**src/rtl/fetch_pkg.sv**
```systemverilog
// Shared definitions for the instruction fetch unit.
//   fetch_state_t    : request state machine encoding
//   INST_NOP         : word presented to decode when the queue is empty
//   DEFAULT_RESET_PC : default first fetch address after reset
//   align_pc()       : clears the byte-offset bits of an address
package fetch_pkg;

   typedef enum logic [1:0] {
      StIdle,
      StFetch,
      StDrop
   } fetch_state_t;

   localparam logic [31:0] INST_NOP         = 32'h00000013;
   localparam logic [31:0] DEFAULT_RESET_PC = 32'h00000000;

   function automatic logic [31:0] align_pc(input logic [31:0] pc);
      return pc & ~32'h0000_0003;
   endfunction

endpackage

```
**src/rtl/fetch_fifo.sv**
```systemverilog
// Instruction queue holding {instruction, pc} pairs for decode.
//   clk, reset : clock and synchronous active-high reset
//   push/wdata : write one 64-bit entry at the tail
//   pop        : discard the head entry
//   flush      : empty the queue (takes priority over push/pop)
//   rdata      : head entry (undefined while count == 0)
//   count      : number of valid entries, 0..DEPTH
// DEPTH must be a power of two so the pointers wrap naturally.
module fetch_fifo #(
   parameter int unsigned DEPTH = 4
) (
   input  logic                   clk,
   input  logic                   reset,
   input  logic                   push,
   input  logic                   pop,
   input  logic                   flush,
   input  logic [63:0]            wdata,
   output logic [63:0]            rdata,
   output logic [$clog2(DEPTH):0] count
);

   localparam int unsigned AW = $clog2(DEPTH);
   localparam int unsigned CW = AW + 1;

   logic [63:0]   mem [DEPTH];
   logic [AW-1:0] wptr;
   logic [AW-1:0] rptr;

   always_ff @(posedge clk) begin
      if (push) begin
         mem[wptr] <= wdata;
      end
   end

   always_ff @(posedge clk) begin
      if (reset || flush) begin
         wptr  <= '0;
         rptr  <= '0;
         count <= '0;
      end else begin
         if (push) wptr <= wptr + AW'(1);
         if (pop)  rptr <= rptr + AW'(1);
         count <= count + CW'(push) - CW'(pop);
      end
   end

   assign rdata = mem[rptr];

endmodule

```
**src/rtl/fetch_unit.sv**
```systemverilog
// Instruction fetch unit: issues word fetches to instruction memory, queues
// returned words with their addresses and hands them to decode. Redirects
// flush the queue; a request still in flight at redirect time is completed
// and its data discarded.
//   clk, reset                : clock and synchronous active-high reset
//   imem_req/imem_addr        : fetch request, held stable until acked
//   imem_ack/imem_rdata       : memory response
//   redirect_valid/_pc        : taken branch / jump target
//   inst_valid/data/pc, ready : decode handshake at the queue head
//   perf_fetch_cnt/flush_cnt  : present only when FETCH_PERF_EN is defined
module fetch_unit
   import fetch_pkg::*;
#(
   parameter int unsigned DEPTH    = 4,
   parameter logic [31:0] RESET_PC = DEFAULT_RESET_PC
) (
   input  logic        clk,
   input  logic        reset,
   output logic        imem_req,
   output logic [31:0] imem_addr,
   input  logic        imem_ack,
   input  logic [31:0] imem_rdata,
   input  logic        redirect_valid,
   input  logic [31:0] redirect_pc,
   output logic        inst_valid,
   output logic [31:0] inst_data,
   output logic [31:0] inst_pc,
   input  logic        inst_ready
`ifdef FETCH_PERF_EN
   ,
   output logic [31:0] perf_fetch_cnt,
   output logic [31:0] perf_flush_cnt
`endif
);

   localparam int unsigned CW = $clog2(DEPTH) + 1;

   fetch_state_t  state;
   logic [31:0]   fetch_pc;   // address of the next request to issue
   logic [CW-1:0] count;
   logic [CW-1:0] count_nxt;
   logic [63:0]   head;
   logic [31:0]   target;
   logic          acked;
   logic          push;
   logic          pop;
   logic          room;
   logic          busy_after;

   always_comb begin
      acked      = imem_req && imem_ack;
      push       = (state == StFetch) && acked && !redirect_valid;
      pop        = inst_valid && inst_ready && !redirect_valid;
      count_nxt  = redirect_valid ? '0 : count + CW'(push) - CW'(pop);
      // A new request may go out only if its data is guaranteed a slot.
      room       = count_nxt < CW'(DEPTH);
      busy_after = (state != StIdle) && !acked;
      target     = redirect_valid ? align_pc(redirect_pc) : fetch_pc;
   end

   always_ff @(posedge clk) begin
      if (reset) begin
         state     <= StIdle;
         imem_req  <= 1'b0;
         imem_addr <= RESET_PC;
         fetch_pc  <= RESET_PC;
      end else if (busy_after) begin
         // Request still in flight: hold it; a redirect turns it stale.
         fetch_pc <= target;
         if (redirect_valid) state <= StDrop;
      end else if (room) begin
         state     <= StFetch;
         imem_req  <= 1'b1;
         imem_addr <= target;
         fetch_pc  <= target + 32'd4;
      end else begin
         state    <= StIdle;
         imem_req <= 1'b0;
         fetch_pc <= target;
      end
   end

   fetch_fifo #(
      .DEPTH (DEPTH)
   ) u_fifo (
      .clk   (clk),
      .reset (reset),
      .push  (push),
      .pop   (pop),
      .flush (redirect_valid),
      .wdata ({imem_rdata, imem_addr}),
      .rdata (head),
      .count (count)
   );

   assign inst_valid = (count != '0);
   assign inst_data  = inst_valid ? head[63:32] : INST_NOP;
   assign inst_pc    = inst_valid ? head[31:0]  : 32'h0;

`ifdef FETCH_PERF_EN
   always_ff @(posedge clk) begin
      if (reset) begin
         perf_fetch_cnt <= '0;
         perf_flush_cnt <= '0;
      end else begin
         if (push)           perf_fetch_cnt <= perf_fetch_cnt + 32'd1;
         if (redirect_valid) perf_flush_cnt <= perf_flush_cnt + 32'd1;
      end
   end
`endif

endmodule

```
**config.mk**
```make
export PLATFORM = sky130hd
export DESIGN_NAME = fetch_unit
export DESIGN_NICKNAME = d
export VERILOG_FILES = /design/src/rtl/fetch_pkg.sv /design/src/rtl/fetch_fifo.sv /design/src/rtl/fetch_unit.sv
export SDC_FILE = /design/constraint.sdc
export NUM_CORES = 1
export LEC_CHECK = 0
export BUFFER_PORTS_ARGS = -buffer_cell sky130_fd_sc_hd__buf_2
export CAP_MARGIN = 20
export CORE_MARGIN = 2
export CORE_UTILIZATION = 50
export CTS_CLUSTER_SIZE = 25
export DETAILED_ROUTE_END_ITERATION = 6
export PLACE_DENSITY_LB_ADDON = 0.15
export SLEW_MARGIN = 15
export SYNTH_ARGS = -nofsm -noshare
export SYNTH_HDL_FRONTEND = slang
export SYNTH_HIERARCHICAL = 1
export SYNTH_SLANG_ARGS = --single-unit
```
**constraint.sdc**
```tcl
create_clock -name clk -period 4.18 [get_ports clk]
set_clock_uncertainty 0.05 [all_clocks]
set_input_delay 0.418 -clock clk [delete_from_list [all_inputs] [get_ports clk]]
set_output_delay 0.418 -clock clk [all_outputs]
set_load 0.03 [all_outputs]
```
==> impl_results.md, run 1 <==
* Status: completed
* Mapped Area at 13,660 sq um
* Yosys top cell by area: edfxtp_1
* Final Worst Setup Slack at approximately 0.74 ns
* Synth warn at 6
* Via count at between 7,000 and 8,000
* Max cap viols at 0
* Nets at between 1,000 and 1,500
* Number of fill cells in the layout at 2,127
* Latest clock arrival within the worst-skew pair at 0.51 ns
* Worst-path fanout max at 51
* Area delta synth->final at 16.76%
* Ranking of synthesized cells by area: edfxtp_1 56%, dfxtp_1 11%, mux4_2 9.9%
* Most used flip-flop cell after synthesis: edfxtp_1
* Setup WS pre-CTS at 0.7370 ns
* RSZ-0062 raised after global routing: no
* RD Place Congestion at 0.8287
* Slew Limit Fails at 0
* PortBufs at ~160
* Final WL at 27,360 microns
* Setup TNS at 0 ns
* DRC at 0
* DRT antenna net count at 0
* Global Route Usage Sum at 19.51%
* Post-Layout Cell Count at 1,394
* Synthesized flop and latch total at 332
* Slew headroom at 30.26%
* Share of cells above drive strength 1 at 30.64%
* Root Driver: clkbuf_16
* Crit end category: register
* Data required time of the worst path at ~4.6 ns
* Mapped Cells at between 800 and 900
* Drt via density at 5.585
* CTS tree: yes
* # hold bufs at CTS at 0
* Initial antenna violation count at 4
* Area after DPL at 14,780 sq um
* Count leader, synth: edfxtp_1
* Vias in the first global route at ~7,900
* Minimum clock period at 3.438 ns
* Period utilization at 82.25%
* Fin area at 15,950 sq um
* Clock Path Buffers at 3
* Pwr/cell area at 458.6 nW/um^2
* Sequential area share after synthesis at 67.41%
* First-pass GRT wire length at roughly 44,000 microns
* Commonest cells post-synth: 256 x edfxtp_1, 76 x dfxtp_1, 70 x and2_1, 60 x mux4_2, 54 x nor2_1
* Cells after DPL at between 1,000 and 1,500
* EDFF count, synth at 256
* Core area at 26,880 sq um
* H-Tree Depth at 2
* Fmax at 290.9 MHz
* CP Launch Point: u_fifo/count[1]
* Post-CTS sizing at 0
* Num CTS Buffers at 37
* Final setup fails at 0
* Synth Area per Inst at roughly 16 sq um
* Hold crit path type: in -> reg
* Worst-case reg-to-reg path depth at 11
* HPWL after DPL at 17,250 microns
* Full die area at around 29,000 sq um
* CP endpoint: fetch_pc[8]
* 1st-iter DRT viols at 458
* Worst flop-to-flop path endpoint: fetch_pc[8]
* Ys async rst share at 0%
* Num Clock Sinks at 332
* Cell variety after synth at 65
* Worst EP arrival at 3.84 ns
* Setup CP Type: reg -> reg
* Max IR drop VDD at 0.2874 mV
* Grt total ovfl at 0
* Leakage at 5.788 nW
* Setup repair bufs after CTS at 0
* Yosys top cell area share at 56.27%
* Critical R2R Launch: u_fifo/count[1]
* First-pass DRT Iterations at 5
* Largest net degree at the start of global routing at 66
* Type of origin of the critical path: register
* Fin. Hold Viols at 0
* Die H at 169.3 microns
* Width of the chip at between 150 and 200 microns
* Initial Utilization at 50.83%
* WL/cell at 19.63 microns
* Clock transition at path regs at 0.06 ns
* R2r setup slk at 0.74 ns
* Worst Tran Pin Value at 1.046 ns
* Site Rows at 60
* Ports at about 170
* Net Count, Synth at just over 900
* Hold Path Cell Cnt at 1
-- kinds of logic after synthesis --
group | Yosys count | synth area share (%)
flip-flops | 332 | 67.41
AND/OR/NAND/NOR | 254 | 10.52
multiplexers | 99 | 13.34
AO/OA/AOI/OAI | 83 | 4.314
buffers and inverters | 68 | 2.949
adder cells (fa/ha/maj) | 10 | 0.9709
XOR/XNOR | 6 | 0.4946
-- state kept, by name, summed over array words and instances, names as in the netlist, named ones only --
signal and count:
imem_req 1, u_fifo/mem 256, u_fifo/rptr 2, imem_addr 32, u_fifo/count 3, fetch_pc 32, state 2, u_fifo/wptr 2
-- metrics by stage --
stage	total power, mW	hold WS, ns	util [%]
6_report	7.315	0.07526	59.35
5_1_grt	7.604	0.04634	59.33
4_1_cts	7.405	0.05151	59.33
3_5_place_dp	4.304	0.4191	54.98
3_3_place_gp	4.294	0.4140	54.98
2_1_floorplan	4.116	0.4051	-
-- cells in the final DEF (no fill, tap or decap), types with 6 or more instances in the layout --
master	Yosys	routed
edfxtp_1	256	256
buf_2	18	164
dfxtp_1	76	74
and2_1	70	66
mux4_2	60	60
nor2_1	54	54
clkbuf_16	0	39
a211oi_1	27	27
mux2i_1	23	23
nand2_1	21	21
buf_4	1	20
nand3_1	17	17
a21oi_1	17	17
nand4_1	16	16
inv_1	15	15
nor3_1	13	13
nor2b_1	11	11
nor4_1	11	11
clkbuf_1	22	10
ha_1	9	9
nand2b_1	7	7
mux2_2	6	6
nand3b_1	6	6
nor3b_1	6	6
mux2_1	6	6
-- worst max-delay path, stage by stage (launching register included) --
cell,delay [ns]
dfxtp_1,0.35
or3_2,0.49
and3_1,0.26
ha_1,0.20
inv_1,0.05
ha_1,0.21
and3b_1,0.17
or4_1,0.51
and3_2,0.46
buf_12,0.28
a31o_2,0.22
a21oi_1,0.12
-- per-layer routing --
layer	vias up	global-route usage [%]	wire length [microns]
li1	3682	-	-
met1	3875	26.38	12010
met3	39	4.244	1523
met2	185	32.48	13360
met5	-	0	27
met4	4	4.942	441
-- power by group --
group | internal [mW] | switching (mW) | total [mW] | leakage, nW
clock | 1.87 | 1.22 | 3.09 | 0.565
sequential | 3.66 | 0.0826 | 3.74 | 2.94
combinational | 0.166 | 0.323 | 0.488 | 2.28
-- worst min-delay path by stage --
stage	startpoint	endpoint	slack, ns
final	imem_rdata[1]	u_fifo/mem[0][33]	0.08
after global routing	imem_rdata[6]	u_fifo/mem[1][38]	0.05
after CTS	imem_rdata[1]	u_fifo/mem[0][33]	0.05
after detailed placement	fetch_pc[0]	fetch_pc[0]	0.42
after global placement	fetch_pc[0]	fetch_pc[0]	0.41
after floorplan	fetch_pc[0]	imem_addr[0]	0.41
-- layout make-up --
cell class,instances,area (sq um),share of cell area (%)
timing repair buffer,186,1011,6.338
clock buffer,51,1041,6.527
multi-input combinational,452,4061,25.46
inverter,16,60.06,0.3765
sequential,332,9216,57.78
clock inverter,14,128.9,0.8080
antenna,2,5.005,0.03138
tap,341,426.7,2.675
(Power assumes the default switching activity.)
==> run 2, diff against run 1 <==
ABC_AREA = 1   (was unset)
clock period = 3.4 ns   (was 4.18 ns; I/O delays follow)
==> impl_results.md, run 2 <==
* Status: completed
* Max IR drop VDD at 0.3852 mV
* RD Place Congestion at 0.8679
* Worst Hold Endpoint: u_fifo/mem[1][35]
* Count leader, synth: nor2_1
* Width of the chip at roughly 170 microns
* Via count at 9,884
* Ys async rst share at 0%
* EDFF count, synth at 256
* Mapped Cells at 1,397
* 1st-iter DRT viols at 676
* Most used flip-flop cell after synthesis: edfxtp_1
* Worst-path fanout max at 38
* Critical R2R Launch: u_fifo/count[1]
* WL/cell at 15.63 microns
* First-pass GRT wire length at 47,960 microns
* DRC at 0
* Full die area at just under 30,000 sq um
* RSZ-0062 raised after global routing: no
* Slew Limit Fails at 0
* Hold Path Cell Cnt at 1
* Synth Area per Inst at 10.10 sq um
* Global Route Usage Sum at between 20% and 30%
* Data required time of the worst path at 3.01 ns
* Slew headroom at between 40% and 50%
* Latest clock arrival within the worst-skew pair at approximately 0.5 ns
* Synth warn at 6
* Minimum clock period at 2.849 ns
* Grt total ovfl at 0
* Site Rows at 61
* R2r setup slk at about 0.65 ns
* # hold bufs at CTS at 28
* Max reg flops at 256
* Initial Utilization at 50.79%
* Clock transition at path regs at 0.06 ns
* Worst EP arrival at about 2.5 ns
* Area delta synth->final at 18.77%
* Max cap viols at 0
* Core area at 27,780 sq um
* Worst flop-to-flop path endpoint: fetch_pc[22]
* Design Power at 8.990 mW
* Ranking of synthesized cells by area: edfxtp_1 54%, dfxtp_1 11%, nor2_1 8.9%
* Leakage at 6.869 nW
* Initial antenna violation count at 0
* Nets at 1,657
* Commonest cells post-synth: 334 x nor2_1, 256 x edfxtp_1, 139 x o21ai_1, 133 x inv_1, 124 x nand2_1
* Ports at 167
* Fin. Hold Viols at 0
* Die H at 172.0 microns
* H-Tree Depth at 2
* Worst Tran Pin Value at between 0.8 and 0.9 ns
* Vias in the first global route at 9,346
* Setup repair bufs after CTS at 0
* CTS tree: yes
* Mapped Area at 14,110 sq um
* HPWL after DPL at 18,560 microns
* Sequential area share after synthesis at between 60% and 70%
* Setup CP Type: reg -> out
* Post-CTS sizing at 0
* M2 GR Usage at 35.41%
* Cell variety after synth at 36
* Clock Path Buffers at 3
* DRT antenna net count at 0
* Pwr/cell area at 536.4 nW/um^2
* Grt met1 use at 27.71%
* Largest net degree at the start of global routing at 130
* Most flops, register: u_fifo/mem
* Share of cells above drive strength 1 at approximately a fifth
* Hold crit path type: in -> reg
* Yosys top cell by area: edfxtp_1
* Num Clock Sinks at 332
* Type of origin of the critical path: register
* Period utilization at 83.80%
* Final setup fails at 0
* First-pass DRT Iterations at 4
* Synthesized flop and latch total at 332
* Commonest non-fill, non-tap cell in the layout: nor2_1
* Setup TNS at 0 ns
* Drt via density at between 4 and 5
* Antenna diodes at 0
* PortBufs at 164
* Final WL at 30,990 microns
* Crit end category: primary output
* Largest regs: u_fifo/mem: 256 flops, fetch_pc: 32 flops, imem_addr: 32 flops
* Root Driver: clkbuf_16
* Fmax at 351.0 MHz
* Most frequent cells in the layout: 334 x nor2_1, 256 x edfxtp_1, 164 x buf_2
* Num CTS Buffers at 36
* Net Count, Synth at 1,476
* Worst Hold Launch: imem_rdata[3]
* GR met3 Demand/Resource at 3.616%
* Yosys top cell area share at 54.48%
* Top Usage Layer GRT: met2
* Worst-case reg-to-reg path depth at 15
==> run 2: changes by cell type after synthesis, moves of 29 or more <==
cell,previous run,this run
nor2_1,54,334
o21ai_1,0,139
inv_1,15,133
nand2_1,21,124
o21ai_0,5,90
and2_1,70,0
mux4_2,60,0
nand2_2,1,30
==> run 2: worst max path at each step <==
stage,slack (ns),endpoint,start
2_1_floorplan,0.60,imem_addr[20],u_fifo/count[1]
3_5_place_dp,0.63,fetch_pc[22],redirect_valid
3_3_place_gp,0.60,fetch_pc[22],redirect_valid
4_1_cts,0.49,inst_data[18],register
6_report,0.55,inst_data[18],register
5_1_grt,0.34,inst_data[19],register
==> run 2: cell type report <==
cell class	count	area (sq um)
inverters	140	533.0
multi-input cells	854	4001
well taps	378	473.0
clock buffers	50	1045
fillers	2434	11020
repair buffers	214	1391
flip-flops and latches	332	9213
clock inverters	14	103.9
==> run 2: worst max-delay path, cell delays in order, from the launching register on <==
cell and delay (ns):
dfxtp_1 0.37, clkinv_2 0.42, buf_4 0.44, nor2_1 0.14
o21ai_1 0.07, o21ai_1 0.08, inv_1 0.05, nor2_1 0.14
buf_2 0.23
==> run 2: through the flow <==
step                      hold WS [ns]  setup slack, ns  cell area, sq um  utilization [%]  std cells
after global placement          0.3844           0.6006             15330            55.18       1890
after floorplan                 0.3750           0.5958             14110                -       1397
after detailed placement        0.3888           0.6269             15330            55.18       1890
after global routing          0.001659           0.3434             16760            60.33       1982
final                          0.01518           0.5508             16760            60.33       1982
after CTS                    0.0003863           0.4947             16760            60.33       1982
==> run 2: cell families after synthesis <==
group / count (synthesis) / synth area share (%)
and+or+nand+nor: 565 / 17.15
DFF: 332 / 65.26
AOI/OAI and AO/OA: 278 / 10.17
buffers and inverters: 211 / 6.420
adders and majority gates: 10 / 0.9399
xor gates and xnor gates: 1 / 0.06208
==> run 2: metal layers <==
metal | part of all wire (%) | wire, microns | vias up
li1 | - | - | 5032
met1 | 45 | 14070 | 4584
met2 | 47 | 14680 | 226
met3 | 5.1 | 1581 | 42
met4 | 2.1 | 655 | 0
met5 | 0 | 0 | -
==> run 2: power breakdown <==
group          internal (mW)  total (mW)  switching (mW)
Clock                   2.22        3.73            1.51
Sequential              4.50        4.61           0.108
Combinational          0.199       0.646           0.448
==> run 3, diff against run 2 <==
clock period = 2.6 ns   (was 3.4 ns; I/O delays follow)
==> impl_results.md, run 3 (synthesized netlist as in run 2, its figures left out) <==
* Status: completed
* Latest clock arrival within the worst-skew pair at ~0.51 ns
* Num Clock Sinks at between 300 and 400
* HPWL after DPL at around 19,000 microns
* RSZ-0062 raised after global routing: no
* Design Power at approximately 11 mW
* Initial antenna violation count at 2
* Fmax at around 400 MHz
* Final core utilization at 60.90%
* First-pass GRT wire length at approximately 48,000 microns
* Slew headroom at around 59%
* Share of cells above drive strength 1 at 19.45%
* Area delta synth->final at 19.90%
* Setup CP Type: reg -> out
* Max cap viols at 0
* Grt total ovfl at 0
* Hold crit path type: in -> reg
* Period utilization at 95.77%
* H-Tree Depth at 2
* Slew Limit Fails at 0
* Final setup fails at 0
* Most flops, register: u_fifo/mem
* Pwr/cell area at about 680 nW/um^2
* Nets at 1,670
* Via count at 9,998
* DRT antenna net count at 0
* WP buf/inv at 3
* Worst EP arrival at 2.18 ns
* Initial Utilization at approximately half
* Max reg flops at 256
* Minimum clock period at approximately 2.5 ns
* DRC at 0
* Clock transition at path regs at 0.06 ns
* 1st-iter DRT viols at 635
* Fin area at 16,920 sq um
* PortBufs at 164
* Area after DPL at 15,430 sq um
* Vias in the first global route at between 9,000 and 10,000
* Crit end category: primary output
* Largest regs: u_fifo/mem: 256 flops, fetch_pc: 32 flops, imem_addr: 32 flops
* Setup TNS at 0 ns
* Commonest non-fill, non-tap cell in the layout: nor2_1
* Root Driver: clkbuf_16
* CP top delay family: buffers and inverters
* Most frequent cells in the layout: 334 x nor2_1, 256 x edfxtp_1, 164 x buf_2
* CP dominant cell by count: o21ai_1
* Drt via density at approximately 5
* Width of the chip at about 170 microns
* WL/cell at 15.78 microns
* CTS tree: yes
* Ports at about 170
* Global Route Usage Sum at 20.60%
* Worst-path fanout max at 62
* Crit-path cells: clkinv_2 -> buf_12 -> o21ai_1 -> o21ai_1 -> or2_2 -> buf_2
* Worst Tran Pin Value at 0.6113 ns
* Largest net degree at the start of global routing at 75
* Cells after DPL at around 1,900
* Max IR drop VDD at 0.4242 mV
* Post-Layout Cell Count at 1,993
* Data required time of the worst path at around 2.3 ns
* Num CTS Buffers at 35
* Core area at between 20,000 and 30,000 sq um
* RD Place Congestion at 0.8372
* First-pass DRT Iterations at 7
* Fin. Hold Viols at 0
* Slowest cell delay on critical path at 0.49 ns
* Clock Path Buffers at 3
* Die H at 172.0 microns
* Final WL at roughly 31,000 microns
* Type of origin of the critical path: register
* Site Rows at 61
* CP max stage cell: dfxtp_4
* Full die area at about 30,000 sq um
* Leakage at 6.912 nW
[run 3: tightest hold or removal path, stage by stage]
cell     delay, ns
buf_2         0.07
nand2_1       0.05
nand2_2       0.10
a21oi_1       0.06
[run 3: through the flow]
step                setup slack [ns]  hold slack, ns
finish                        0.1100         0.04451
CTS                          0.03129         0.02885
global route                0.002455         0.06455
floorplan                    0.02687          0.3089
global placement              0.2325          0.3840
detailed placement            0.2137          0.3885
[run 3: final timing paths]
check | startpoint | to | slack [ns] | cells after the start
worst max-delay path | register | inst_data[1] | 0.11 | 6
worst min-delay path | redirect_pc[13] | fetch_pc[13] | 0.04 | 4
worst max register to register | u_fifo/count[0] | fetch_pc[4] | 0.29 | 15
worst min register to register | fetch_pc[0] | fetch_pc[0] | 0.39 | 2
[run 3: timing repair]
item,4_1_cts,5_1_grt
hold buffers,34,0
setup endpoints to repair,0,30
setup buffers,0,0
endpoints found under the hold margin,130,0
gates resized for setup,0,9
[run 3: layout make-up]
class | count | area (sq um)
clock buffer | 47 | 953.4
clock inverter | 13 | 98.84
sequential | 332 | 9213
fill | 2389 | 10860
antenna | 1 | 2.502
multi-input combinational | 854 | 4013
tap | 378 | 473.0
timing repair buffer | 228 | 1615
inverter | 140 | 550.5
[run 3: where the power goes]
part           switching (mW)  internal [mW]
Clock                    1.91           2.68
Combinational           0.592          0.288
Sequential              0.141           5.89
[run 3: metal layers]
metal	track usage, %	vias to the layer above	part of all wire (%)
met1	27.93	4642	45
li1	-	5057	-
met5	0	-	0
met4	4.567	0	1.4
met2	35.10	266	48
met3	3.388	33	5.7
